$ cat src/rtl/pipeline_pkg.sv
// -----------------------------------------------------------------------------
// pipeline_pkg
// Shared definitions for the MIPS pipeline hazard/stall control.
//   md_state_e          : mult/div tracker state (IDLE, MD_BUSY)
//   REG_ZERO            : architectural $zero register address
//   MD_LATENCY_DEFAULT  : default mult/div busy time after a start (cycles)
//   MD_CNT_W            : width of the mult/div remaining-cycles counter
// -----------------------------------------------------------------------------
package pipeline_pkg;

  typedef enum logic {
    IDLE    = 1'b0,
    MD_BUSY = 1'b1
  } md_state_e;

  localparam logic [4:0] REG_ZERO           = 5'd0;
  localparam int         MD_LATENCY_DEFAULT = 32;
  localparam int         MD_CNT_W           = 6;

endpackage : pipeline_pkg

$ cat src/rtl/stall_controller_md_countdown.sv
// -----------------------------------------------------------------------------
// md_countdown
// Tracks the multi-cycle mult/div unit. A start in IDLE loads MD_LATENCY; the
// counter then decrements every cycle (stalled or not) and returns to IDLE on
// the edge where it reaches zero.
// Ports:
//   clk      in   pipeline clock
//   reset    in   asynchronous active-low reset
//   start    in   accepted mult/div start (only honoured in IDLE)
//   md_busy  out  unit busy (state == MD_BUSY)
//   md_count out  remaining busy cycles
// -----------------------------------------------------------------------------
module md_countdown
  import pipeline_pkg::*;
#(
  parameter int MD_LATENCY = MD_LATENCY_DEFAULT  // legal 2..63
) (
  input  logic                clk,
  input  logic                reset,
  input  logic                start,
  output logic                md_busy,
  output logic [MD_CNT_W-1:0] md_count
);

  localparam logic [MD_CNT_W-1:0] LOAD_VAL = MD_CNT_W'(MD_LATENCY);

  md_state_e             state_q, state_d;
  logic [MD_CNT_W-1:0]   count_q, count_d;

  // NOTE: defaults first so every path assigns every output -- no latches.
  always_comb begin
    state_d = state_q;
    count_d = count_q;
    case (state_q)
      IDLE: begin
        if (start) begin
          state_d = MD_BUSY;
          count_d = LOAD_VAL;
        end
      end
      MD_BUSY: begin
        count_d = count_q - MD_CNT_W'(1);
        if (count_q == MD_CNT_W'(1)) begin
          state_d = IDLE;
        end
      end
      default: begin
        state_d = IDLE;
        count_d = '0;
      end
    endcase
  end

  // NOTE: state registers use non-blocking assignments so all flops sample
  // their D inputs simultaneously at the edge.
  always_ff @(posedge clk or negedge reset) begin
    if (!reset) begin
      state_q <= IDLE;
      count_q <= '0;
    end else begin
      state_q <= state_d;
      count_q <= count_d;
    end
  end

  assign md_busy  = (state_q == MD_BUSY);
  assign md_count = count_q;

endmodule : md_countdown

$ cat src/rtl/stall_controller.sv
// -----------------------------------------------------------------------------
// stall_controller
// ID/EX hazard unit for the 5-stage MIPS pipeline. Produces hold/flush controls
// for the PC and pipeline registers from load-use hazards, mult/div busy
// hazards (HI/LO readers and back-to-back mult/div) and taken branches.
// A taken branch always wins: both wrong-path instructions are flushed and no
// hold is asserted that cycle.
//
// Optional build macro STALL_PERF_CNT_EN: when defined, stall_cycles counts
// stalled cycles (saturating, cleared by reset); otherwise it is tied to 0.
//
// Ports:
//   clk, reset (async active-low)
//   id_rs/id_rt, id_uses_rs/id_uses_rt : source operands of the ID instruction
//   ex_memread, ex_rt                  : load in EX and its destination
//   id_md_start, id_reads_hilo         : ID is mult/div, ID is mfhi/mflo
//   ex_branch_taken                    : redirect resolved in EX
//   pc_hold, ifid_hold, ifid_flush, idex_flush : pipeline controls
//   md_busy, md_count                  : mult/div unit status
//   stall_cycles                       : performance counter
// -----------------------------------------------------------------------------
module stall_controller
  import pipeline_pkg::*;
#(
  parameter int MD_LATENCY = MD_LATENCY_DEFAULT,
  parameter int RA_W       = 5
) (
  input  logic            clk,
  input  logic            reset,
  input  logic [RA_W-1:0] id_rs,
  input  logic [RA_W-1:0] id_rt,
  input  logic            id_uses_rs,
  input  logic            id_uses_rt,
  input  logic            ex_memread,
  input  logic [RA_W-1:0] ex_rt,
  input  logic            id_md_start,
  input  logic            id_reads_hilo,
  input  logic            ex_branch_taken,
  output logic            pc_hold,
  output logic            ifid_hold,
  output logic            ifid_flush,
  output logic            idex_flush,
  output logic            md_busy,
  output logic [5:0]      md_count,
  output logic [31:0]     stall_cycles
);

  logic lu;
  logic mdh;
  logic stall;
  logic md_start_accept;

  // A load into $zero writes nothing, so it can never create a hazard.
  assign lu = ex_memread
            & (ex_rt != RA_W'(REG_ZERO))
            & ((id_uses_rs & (id_rs == ex_rt)) | (id_uses_rt & (id_rt == ex_rt)));

  assign mdh   = md_busy & (id_reads_hilo | id_md_start);
  assign stall = (lu | mdh) & ~ex_branch_taken;

  assign pc_hold    = stall;
  assign ifid_hold  = stall;
  assign ifid_flush = ex_branch_taken;
  assign idex_flush = stall | ex_branch_taken;

  // A mult/div only starts when it actually leaves ID this cycle.
  assign md_start_accept = id_md_start & ~stall & ~ex_branch_taken;

  md_countdown #(
    .MD_LATENCY (MD_LATENCY)
  ) u_md_countdown (
    .clk      (clk),
    .reset    (reset),
    .start    (md_start_accept),
    .md_busy  (md_busy),
    .md_count (md_count)
  );

`ifdef STALL_PERF_CNT_EN
  logic [31:0] stall_cycles_q, stall_cycles_d;

  always_comb begin
    stall_cycles_d = stall_cycles_q;
    if (stall && (stall_cycles_q != 32'hFFFF_FFFF)) begin
      stall_cycles_d = stall_cycles_q + 32'd1;
    end
  end

  always_ff @(posedge clk or negedge reset) begin
    if (!reset) begin
      stall_cycles_q <= 32'd0;
    end else begin
      stall_cycles_q <= stall_cycles_d;
    end
  end

  assign stall_cycles = stall_cycles_q;
`else
  assign stall_cycles = 32'd0;
`endif

endmodule : stall_controller

$ cat config.mk
export PLATFORM = sky130hd
export DESIGN_NAME = stall_controller
export DESIGN_NICKNAME = d
export VERILOG_FILES = /design/src/rtl/pipeline_pkg.sv /design/src/rtl/stall_controller_md_countdown.sv /design/src/rtl/stall_controller.sv
export SDC_FILE = /design/constraint.sdc
export NUM_CORES = 1
export LEC_CHECK = 0
export ABC_CLOCK_PERIOD_IN_PS = 2400
export CAP_MARGIN = 25
export CORE_MARGIN = 2
export CORE_UTILIZATION = 31
export DETAILED_ROUTE_END_ITERATION = 6
export PLACE_DENSITY = 0.78
export SLEW_MARGIN = 20
export SYNTH_ARGS = -nofsm -noshare
export SYNTH_HDL_FRONTEND = slang
export SYNTH_SLANG_ARGS = --single-unit
$ cat constraint.sdc
create_clock -name clk -period 2.4 [get_ports clk]
set_input_delay 0.48 -clock clk [delete_from_list [all_inputs] [get_ports clk]]
set_output_delay 0.48 -clock clk [all_outputs]
set_load 0.02 [all_outputs]
==> results summary <==
The run finished with clean final reports. The cell leakage power came out at 0.5667 nW. Once the floorplan was initialized, standard cells occupied 31.95% of the core.

In this run the number of H-tree levels came out at 1. TritonCTS built the clock tree. In the layout the commonest cells are 32 x sky130_fd_sc_hd__conb_1, 24 x sky130_fd_sc_hd__clkdlybuf4s50_1, 11 x sky130_fd_sc_hd__buf_4, 9 x sky130_fd_sc_hd__xor2_1, 7 x sky130_fd_sc_hd__dfrtp_1. The largest net degree at the start of global routing is 14. The standard-cell row count came out at 19. During synthesis, Yosys emitted a total of 0 warnings. Global routing finished with a remaining overflow of 0.

The total power divided by cell area is 802.4 nW/um^2. The number of antenna violations at the first check in global routing came out at 0. IR analysis of the VDD net gives a maximum drop of 0.0005482 V.

The clock transition at the register clock pins on the worst setup and hold paths after CTS is 0.05 ns. The type of the setup path with the least slack is in -> out. The number of DRC markers after the initial detailed-route iteration came out at 14. The average routed wire per standard cell is 10.90 microns. The data arrival time at the worst-slack endpoint is 1.84 ns. The most area-hungry cell type in the Yosys netlist is sky130_fd_sc_hd__buf_4. The routed design has 1897 microns of wire.

Summing the areas of all xor and xnor instances in the mapped netlist gives 14.16% of the synthesized area. For this design, the sink count on the clock tree is 7. The count of buffers from port buffering is 33. The peak clock frequency supported by timing is 0.4318 GHz.

In the global route stage, overall resource usage came out at 12.48%. Setup violations remaining at the end of the flow were counted as 0. The total power came out at 0.0009547 W. The first detailed-routing pass took 4 iterations. The required time of the critical path came out at 1.92 ns. The clock arrives with 0.002716 ns of skew.

Cells with a size suffix above 1 make up 16.08% of the layout. The sequential-to-total area share from yosys stat came out at 20.23%. The quantity of hold-fixing buffers added after cts came out at 0. Summing the areas of all compound-gate instances in the mapped netlist gives 14.02% of the synthesized area.

The final HPWL from detailed placement came out at 1604 microns. Measured against its own limit, the worst slew margin works out to 65.11%. The synthesized design contains 7 register bits. Measured along the y axis, the die boundary spans 56.85 microns.

The number of global-route vias before repair is 695. The reported max-cap violation count is 0. The tree is rooted in a sky130_fd_sc_hd__clkbuf_4. The average size of a mapped cell is 8.658 sq um. The die is 56.85 microns wide.

The source-to-sink clock delay at the later pin of the worst-skew pair is 0.25 ns. The simple logic cell fraction of the synthesized area came out at 16.47%. The multiplexer fraction of the synthesized cell area is 0%.

The remaining antenna violation count after routing is 0. The actual transition at the worst max-transition pin is 0.5161 ns. The startpoint class of the critical path is a primary input. The fraction of the mapped netlist area in adder cells came out at 2.890%.

In the post-synthesis netlist, the biggest area contributors are sky130_fd_sc_hd__buf_4 29%, sky130_fd_sc_hd__dfrtp_1 20%, sky130_fd_sc_hd__xor2_1 9.1%. The TritonCTS buffer count is 3. For this run, design rule violations remaining after detail routing come to 0. The largest buffer count on any clock path is 2. The weighted congestion at the end of routability-driven global placement came out at 0.9193. The maximum fanout encountered on the critical timing path is 3. Setup repair after global routing left no endpoint under its margin. The total vias in the final route is 733. The final worst setup slack came out at 0.08387 ns.

The worst hold path belongs to the class in -> async. After synthesis, the largest family of logic cells by area is buffers and inverters. The area fraction of the dominant cell type after synthesis is 29.48%. The top-level I/O count is 66. The cell count after synthesis came out at 100. The number of hold violations in the final report is 0.

The signed area change from the synthesized netlist to the final layout came out at 37.43%. The final number of max-transition violations is 0. For this run, the post-layout net count is 169. The count of cell types in the netlist is 30. Leaving out fill and tap cells, the most frequent cell in the layout is sky130_fd_sc_hd__conb_1.

The worst setup path is captured at an output port. The number of diodes came out at 0. The floorplan die area came out at 3232 sq um. The wire length of the first global-routing pass is 3146 microns. The minimum clock period after layout is 2.316 ns.

The final clock period utilization by the worst path is 96.51%. In the routed layout, each cell is associated on average with a via count of 4.213. The post-placement worst setup slack came out at -0.5676 ns.

The area of the mapped netlist came out at 865.8 sq um. After floorplanning, the core was sized to cover 2710 sq um.
[cell usage after synthesis]
library cell and number:
sky130_fd_sc_hd__a31oi_1 1, sky130_fd_sc_hd__nor2_8 1, sky130_fd_sc_hd__a32oi_2 1, sky130_fd_sc_hd__nand3_1 1
sky130_fd_sc_hd__xor2_1 9, sky130_fd_sc_hd__buf_4 34, sky130_fd_sc_hd__nor2_1 4, sky130_fd_sc_hd__a211oi_1 3
sky130_fd_sc_hd__xnor2_1 5, sky130_fd_sc_hd__o211ai_1 1, sky130_fd_sc_hd__nor3b_1 1, sky130_fd_sc_hd__a211o_1 1
sky130_fd_sc_hd__nand2_1 5, sky130_fd_sc_hd__o22ai_1 1, sky130_fd_sc_hd__o21a_4 1, sky130_fd_sc_hd__nor4bb_1 1
sky130_fd_sc_hd__or4_4 1, sky130_fd_sc_hd__nor2b_1 2, sky130_fd_sc_hd__ha_1 2, sky130_fd_sc_hd__conb_1 1
sky130_fd_sc_hd__o31a_1 1, sky130_fd_sc_hd__inv_1 4, sky130_fd_sc_hd__nor4b_1 2, sky130_fd_sc_hd__buf_2 1
sky130_fd_sc_hd__o21ai_0 4, sky130_fd_sc_hd__dfrtp_1 7, sky130_fd_sc_hd__a21oi_1 2, sky130_fd_sc_hd__nor4_2 1
sky130_fd_sc_hd__and2_0 1, sky130_fd_sc_hd__nor4_1 1
[flip-flops by register name (all words and copies together), names as in the netlist]
name and flops:
u_md_countdown.md_count 6, u_md_countdown.md_busy 1
[metal layers]
layer	global-route usage, %	share of wire [%]
met1	14.15	39
met3	3.456	6.4
met2	21.10	52
met5	0	0
met4	6.645	1.8
[what timing repair did]
| item | 4_1_cts | 5_1_grt |
|---|---|---|
| pin swaps | 2 | 3 |
| gates resized for setup | 19 | 3 |
| buffers inserted | 1 | 0 |
| setup endpoints to repair | 3 | 3 |
[cell type report]
cell class / instances / area [sq um]
clock buffers: 4 / 26.28
fillers: 276 / 1520
inverters: 4 / 15.01
multi-input cells: 85 / 541.8
flip-flops and latches: 7 / 175.2
well taps: 31 / 38.79
repair buffers: 43 / 392.9
[per-stage QoR]
stage | instances | util, % | area, sq um | TNS (ns) | hold slack [ns]
6_report | 174 | 43.91 | 1190 | 0 | 0.4942
5_1_grt | 174 | 43.91 | 1190 | 0 | 0.5001
4_1_cts | 174 | 43.49 | 1179 | 0 | 0.5002
3_5_place_dp | 169 | 42.75 | 1159 | -1.598 | 0.5924
3_3_place_gp | 169 | 42.75 | 1159 | -1.499 | 0.5774
2_1_floorplan | 131 | - | 982.2 | 0 | 0.1844
[report_power, final]
group	switching [W]	internal [W]	total, W	leakage [nW]
combinational	0.000327	0.000284	0.000611	0.471
clock	0.0000439	0.0000635	0.000107	0.0150
sequential	0.0000594	0.000177	0.000236	0.0811
total	0.000431	0.000524	0.000955	0.567
[final timing paths]
kind | startpoint | to | slack, ns | depth (start not counted)
max | ex_rt[1] | pc_hold | 0.08 | 6
min reg2reg | u_md_countdown.md_count[4] | u_md_countdown.md_count[4] | 0.59 | 2
min in group clk | u_md_countdown.md_count[4] | u_md_countdown.md_count[4] | 0.59 | 2
max in group asynchronous | reset | u_md_countdown.md_count[2] | 1.66 | 1
min | reset | u_md_countdown.md_busy | 0.49 | 1
max reg2reg | u_md_countdown.md_busy | u_md_countdown.md_count[5] | 0.75 | 5
[critical path: stages]
cell and delay [ns]:
sky130_fd_sc_hd__dlygate4sd2_1 0.28, sky130_fd_sc_hd__or4_4 0.56, sky130_fd_sc_hd__o21a_4 0.21, sky130_fd_sc_hd__nand2_1 0.06, sky130_fd_sc_hd__o22ai_1 0.07, sky130_fd_sc_hd__buf_2 0.17
[logic make-up after synthesis]
family | count (synthesis)
buffers and inverters | 39
and+or+nand+nor | 21
AOI/OAI and AO/OA | 16
xor gates and xnor gates | 14
DFF | 7
adders and majority gates | 2
other | 1
Note: power is estimated with default switching activity, not from simulation.
==> edit 1, RTL diff (same settings) <==
The option `STALL_PERF_CNT_EN` is turned on by a define.
--- a/src/rtl/stall_controller.sv
+++ b/src/rtl/stall_controller.sv
@@ -19,6 +19,8 @@
 //   md_busy, md_count                  : mult/div unit status
 //   stall_cycles                       : performance counter
 // -----------------------------------------------------------------------------
+`define STALL_PERF_CNT_EN
+
 module stall_controller
   import pipeline_pkg::*;
 #(
Function: changed (Yosys sat finds a counterexample within 4 cycles, from zero or initial values and one cycle with reset low).
==> edit 1 against the original RTL <==
- area after synthesis up 140%
- sequential share of layout area up 17 points
- worst setup slack worse by 0.014 ns
- total power up 150%
- clock power rose to 4.0 times the old value
- via count up 150%
- wire length rose to 2.6 times the old value
- core utilization up 3.7 points
- count of clock-buffer cells in the layout up 1
- sequential cell count up 32
- design area rose to 2.6 times the old value
- largest cell class unchanged
==> edit 1: results (changes against the original RTL) <==
yosys:
  synth_area_per_cell_um2: 10.23  # was 8.658 um^2
  synth_common_cells: "sky130_fd_sc_hd__dfrtp_1, sky130_fd_sc_hd__xnor2_1, sky130_fd_sc_hd__nand2_1"  # was sky130_fd_sc_hd__buf_4, sky130_fd_sc_hd__xor2_1, sky130_fd_sc_hd__dfrtp_1
  synth_cell_types: 38  # was 30
  ys_top_cells_by_area: "sky130_fd_sc_hd__dfrtp_1, sky130_fd_sc_hd__xnor2_1, sky130_fd_sc_hd__xor2_1, sky130_fd_sc_hd__nand2_1, sky130_fd_sc_hd__nand3_1"  # was sky130_fd_sc_hd__buf_4, sky130_fd_sc_hd__dfrtp_1, sky130_fd_sc_hd__xor2_1, sky130_fd_sc_hd__xnor2_1, sky130_fd_sc_hd__ha_1
grt:
  first_pass_grt_wire_length_um: 7879  # was 3146 um
  grt.met2_usage_pct: 22.27  # was 21.10%
  grt_max_degree: 40  # was 14
  overall_fraction_of_global_route_tracks_in_use_pct: 13.39  # was 12.48%
setup_path:
  worst_path_largest_cell_delay_ns: 0.53  # was 0.56 ns
  reg2reg_setup_slack_ns: 0.09  # was 0.75 ns
  startpoint: "id_md_start"  # was ex_rt[1]
  path_max_fanout: 4  # was 3
  slowest_stage: "sky130_fd_sc_hd__or4b_4"  # was sky130_fd_sc_hd__or4_4
  cpLargestDelayFamily: "buffers and inverters"  # was simple AND/OR/NAND/NOR gates
  cp_data_arrival_time_ns: 2.55  # was 1.84 ns
  cp_capture_point: "stall_cycles[27]"  # was pc_hold
cells_and_area:
  num-nets-final: 319  # was 169
  drive_above_1_share_pct: 20.41  # was 16.08%
place:
  place_inst: 358  # was 169
sta:
  worst_slew_pin_slew_ns: 0.8741  # was 0.5161 ns
  final.setup_skew_ns: 0.001593  # was 0.002716 ns
clocking:
  clock_insertion_delay_worst_skew_ns: 0.29  # was 0.25 ns
  cts_max_level: 2  # was 1
  numCtsBuffers: 5  # was 3
  clock-root-buffer: "sky130_fd_sc_hd__clkbuf_8"  # was sky130_fd_sc_hd__clkbuf_4
  cts.clk_slew.worst_paths_ns: 0.07  # was 0.05 ns
detailed_routing:
  drt-total-wl_um: 4966  # was 1897 um
  met1_length_um: 2217  # was 748 um
  vias_per_cell: 4.930  # was 4.213
status:
  run_status: "finished clean"  # unchanged
pwr:
  netSwitchingFraction_pct: 36.32  # was 45.11%
## edit 1: changes by cell type after synthesis, sizes merged, moves of 8 or more
cell and change:
buf -31, dfrtp +32, nand2 +17, nand3 +10
nand4 +8, nor3 +8, xnor2 +20, xor2 +8
## edit 1: kinds of logic after synthesis
group                      Yosys count  share of synthesized area (%)
AOI/OAI and AO/OA                   17                          5.729
adders and majority gates            3                          1.790
xor gates and xnor gates            42                          17.54
and+or+nand+nor                     88                          23.45
DFF                                 39                          46.54
muxes                                3                          1.551
buffers and inverters               13                          3.401
## edit 1: power by group through the flow
stage	clock, mW	sequential, mW	combinational [mW]
2_1_floorplan	0	1.03	0.406
3_3_place_gp	0	0.897	1.00
3_5_place_dp	0	0.900	1.02
4_1_cts	0.442	0.892	1.03
5_1_grt	0.471	0.916	1.13
6_report	0.429	0.894	1.03
## edit 1: repair_timing
action / CTS / global route
hold buffers: 0 / 0
pin swaps: 5 / 14
resized for setup: 20 / 21
cloned: 0 / 0
buffers inserted: 1 / 4
setup endpoints to repair: 8 / 14
## edit 1: through the flow
step                      hold slack, ns  power [mW]  setup WS (ns)  TNS [ns]  instance area [um^2]
after floorplan                   0.1844       1.435        0.03866         0                  2097
after global placement            0.4855       1.897        -0.5225    -5.849                  2922
after detailed placement          0.4906       1.924        -0.5617    -7.171                  2922
after CTS                         0.3274       2.366       0.006719         0                  3014
after global routing              0.3788       2.518  -0.0000002220         0                  3075
final                             0.3042       2.356        0.06937         0                  3075
## edit 1: layout make-up
type	instances	area [um^2]	area share, %
multi-input cells	153	1087	35.35
well taps	77	96.34	3.133
flip-flops and latches	39	975.9	31.73
inverters	7	26.28	0.8544
clock buffers	5	68.82	2.238
repair buffers	87	805.8	26.20
clock inverters	3	15.01	0.4882
==> edit 2, RTL diff (same settings) <==
Made on the original files. Put a register stage on the output `md_count`, without a reset. The value now appears one clock later. The other outputs are not delayed to match. Comments in the files are not updated.
--- a/src/rtl/stall_controller.sv
+++ b/src/rtl/stall_controller.sv
@@ -45,6 +45,8 @@
   output logic [31:0]     stall_cycles
 );
 
+  logic [5:0] md_count_d;
+
   logic lu;
   logic mdh;
   logic stall;
@@ -73,7 +75,7 @@
     .reset    (reset),
     .start    (md_start_accept),
     .md_busy  (md_busy),
-    .md_count (md_count)
+    .md_count (md_count_d)
   );
 
 `ifdef STALL_PERF_CNT_EN
@@ -99,5 +101,9 @@
   assign stall_cycles = 32'd0;
 `endif
 
+  always_ff @(posedge clk) begin
+      md_count <= md_count_d;
+  end
+
 endmodule : stall_controller
 
Formal check against the unedited RTL: not equivalent (a bounded check fails within 4 cycles, from zero or initial values and one cycle with reset low).
==> edit 2 against the original RTL <==
- wire length rose by 8.4%
- largest cell class unchanged
- total power rose by 19%
- area after synthesis rose by 14%
- sequential cell count rose by 6
- global-route usage fell by 2.2 points
- die area rose by 13%
- non-clock buffer count fell by 1
- clock power rose by 25%
- design area rose by 13%
- worst setup slack improved by 0.0074 ns
==> edit 2: results (changes against the original RTL) <==
grt:
  first_pass_grt_wire_length_um: 2835  # was 3146 um
  first_global_vias: 668  # was 695
  overall_fraction_of_global_route_tracks_in_use_pct: 10.23  # was 12.48%
  grt.met3_usage_pct: 1.279  # was 3.456%
  globalRouteMet1Util_pct: 11.70  # was 14.15%
  grt.met2_usage_pct: 18.79  # was 21.10%
die:
  initial_utilization_pct: 32.56  # was 31.95%
clocking:
  cts.clk_slew.worst_paths_ns: 0.07  # was 0.05 ns
  cts_max_level: 1  # unchanged
  clock_insertion_delay_worst_skew_ns: 0.28  # was 0.25 ns
detailed_routing:
  wl_met2_um: 1169  # was 992 um
  vias_per_cell: 3.906  # was 4.213
  dr_total_vias: 750  # was 733
  detailroute.wirelength.met3_um: 124  # was 121 um
  number_of_drc_markers_in_iteration_0: 13  # was 14
  drt-total-wl_um: 2057  # was 1897 um
  highest-signal-layer: "met4"  # unchanged
  met1_length_um: 725  # was 748 um
yosys:
  synth_cell_types: 31  # was 30
  ys_top_cells_by_area: "sky130_fd_sc_hd__buf_4, sky130_fd_sc_hd__dfrtp_1, sky130_fd_sc_hd__dfxtp_1, sky130_fd_sc_hd__xor2_1, sky130_fd_sc_hd__xnor2_1"  # was sky130_fd_sc_hd__buf_4, sky130_fd_sc_hd__dfrtp_1, sky130_fd_sc_hd__xor2_1, sky130_fd_sc_hd__xnor2_1, sky130_fd_sc_hd__ha_1
  synth_async_sr_flop_share_pct: 53.85  # was 100.0%
  synth_common_cells: "sky130_fd_sc_hd__buf_4, sky130_fd_sc_hd__xor2_1, sky130_fd_sc_hd__dfrtp_1"  # unchanged
  post_synthesis_sequential_area_ratio_pct: 29.95  # was 20.23%
setup_path:
  cp.required_ns: 1.92  # about the same
pwr:
  worst_ir_drop_vdd_mv: 0.2406  # was 0.5482 mV
  power.share.combinational_pct: 53.6  # was 64.0%
  netSwitchingFraction_pct: 40.41  # was 45.11%
  total_switching_power_uw: 459.1  # was 430.6 uW
  clock_power_share_pct: 11.8  # was 11.2%
  cellLeakagePower_nw: 0.6436  # was 0.5667 nW
status:
  run_status: "finished clean"  # unchanged
cells_and_area:
  drive_above_1_share_pct: 16.89  # was 16.08%
  num-nets-final: 174  # was 169
place:
  place_inst: 187  # was 169
  placedInstanceArea_um2: 1287  # was 1159 um^2
  pre_cts_slack_ns: -0.5839  # was -0.5676 ns
sta:
  final.setup_skew_ns: 0.0005108  # was 0.002716 ns
worst_hold_path:
  hold_path_class: "reg -> reg"  # was in -> async
==> edit 2: cell count changes after synthesis <==
cell                      unedited run  this run
sky130_fd_sc_hd__dfxtp_1             0         6
==> edit 2: repair_timing <==
action / CTS / global route
setup endpoints to repair: 3 / 3
cloned: 0 / 0
gates resized for setup: 22 / 10
setup buffers: 1 / 0
pin swaps: 3 / 4
==> edit 2: worst paths after layout <==
path	start	end	slack [ns]	depth (start not counted)
setup / recovery	ex_rt[2]	ifid_hold	0.09	6
hold / removal	u_md_countdown.md_count[1]	md_count[1]	0.41	0
setup reg to reg	u_md_countdown.md_busy	u_md_countdown.md_count[5]	0.85	5
hold reg to reg	u_md_countdown.md_count[1]	md_count[1]	0.41	0
max in group asynchronous	reset	u_md_countdown.md_count[4]	1.69	1
min in group asynchronous	reset	u_md_countdown.md_count[1]	0.46	1
==> edit 2: critical path, stage by stage <==
cell and delay (ns):
sky130_fd_sc_hd__dlygate4sd2_1 0.28, sky130_fd_sc_hd__or4_4 0.54, sky130_fd_sc_hd__o21a_4 0.21, sky130_fd_sc_hd__nand2_1 0.07, sky130_fd_sc_hd__o22ai_2 0.07, sky130_fd_sc_hd__buf_4 0.18
==> edit 2: cell type report <==
| class | count | area, um^2 |
|---|---|---|
| fillers | 287 | 1684 |
| inverters | 4 | 15.01 |
| flip-flops and latches | 13 | 295.3 |
| clock buffers | 4 | 26.28 |
| multi-input cells | 85 | 559.3 |
| well taps | 44 | 55.05 |
| repair buffers | 42 | 392.9 |
==> edit 2: cell families after synthesis <==
logic type                 Yosys count  synth area share [%]
DFF                                 13                 29.95
buffers and inverters               39                 27.92
AOI/OAI and AO/OA                   16                 12.31
and+or+nand+nor                     21                 14.47
adders and majority gates            2                 2.538
xor gates and xnor gates            14                 12.44
other                                1                0.3803
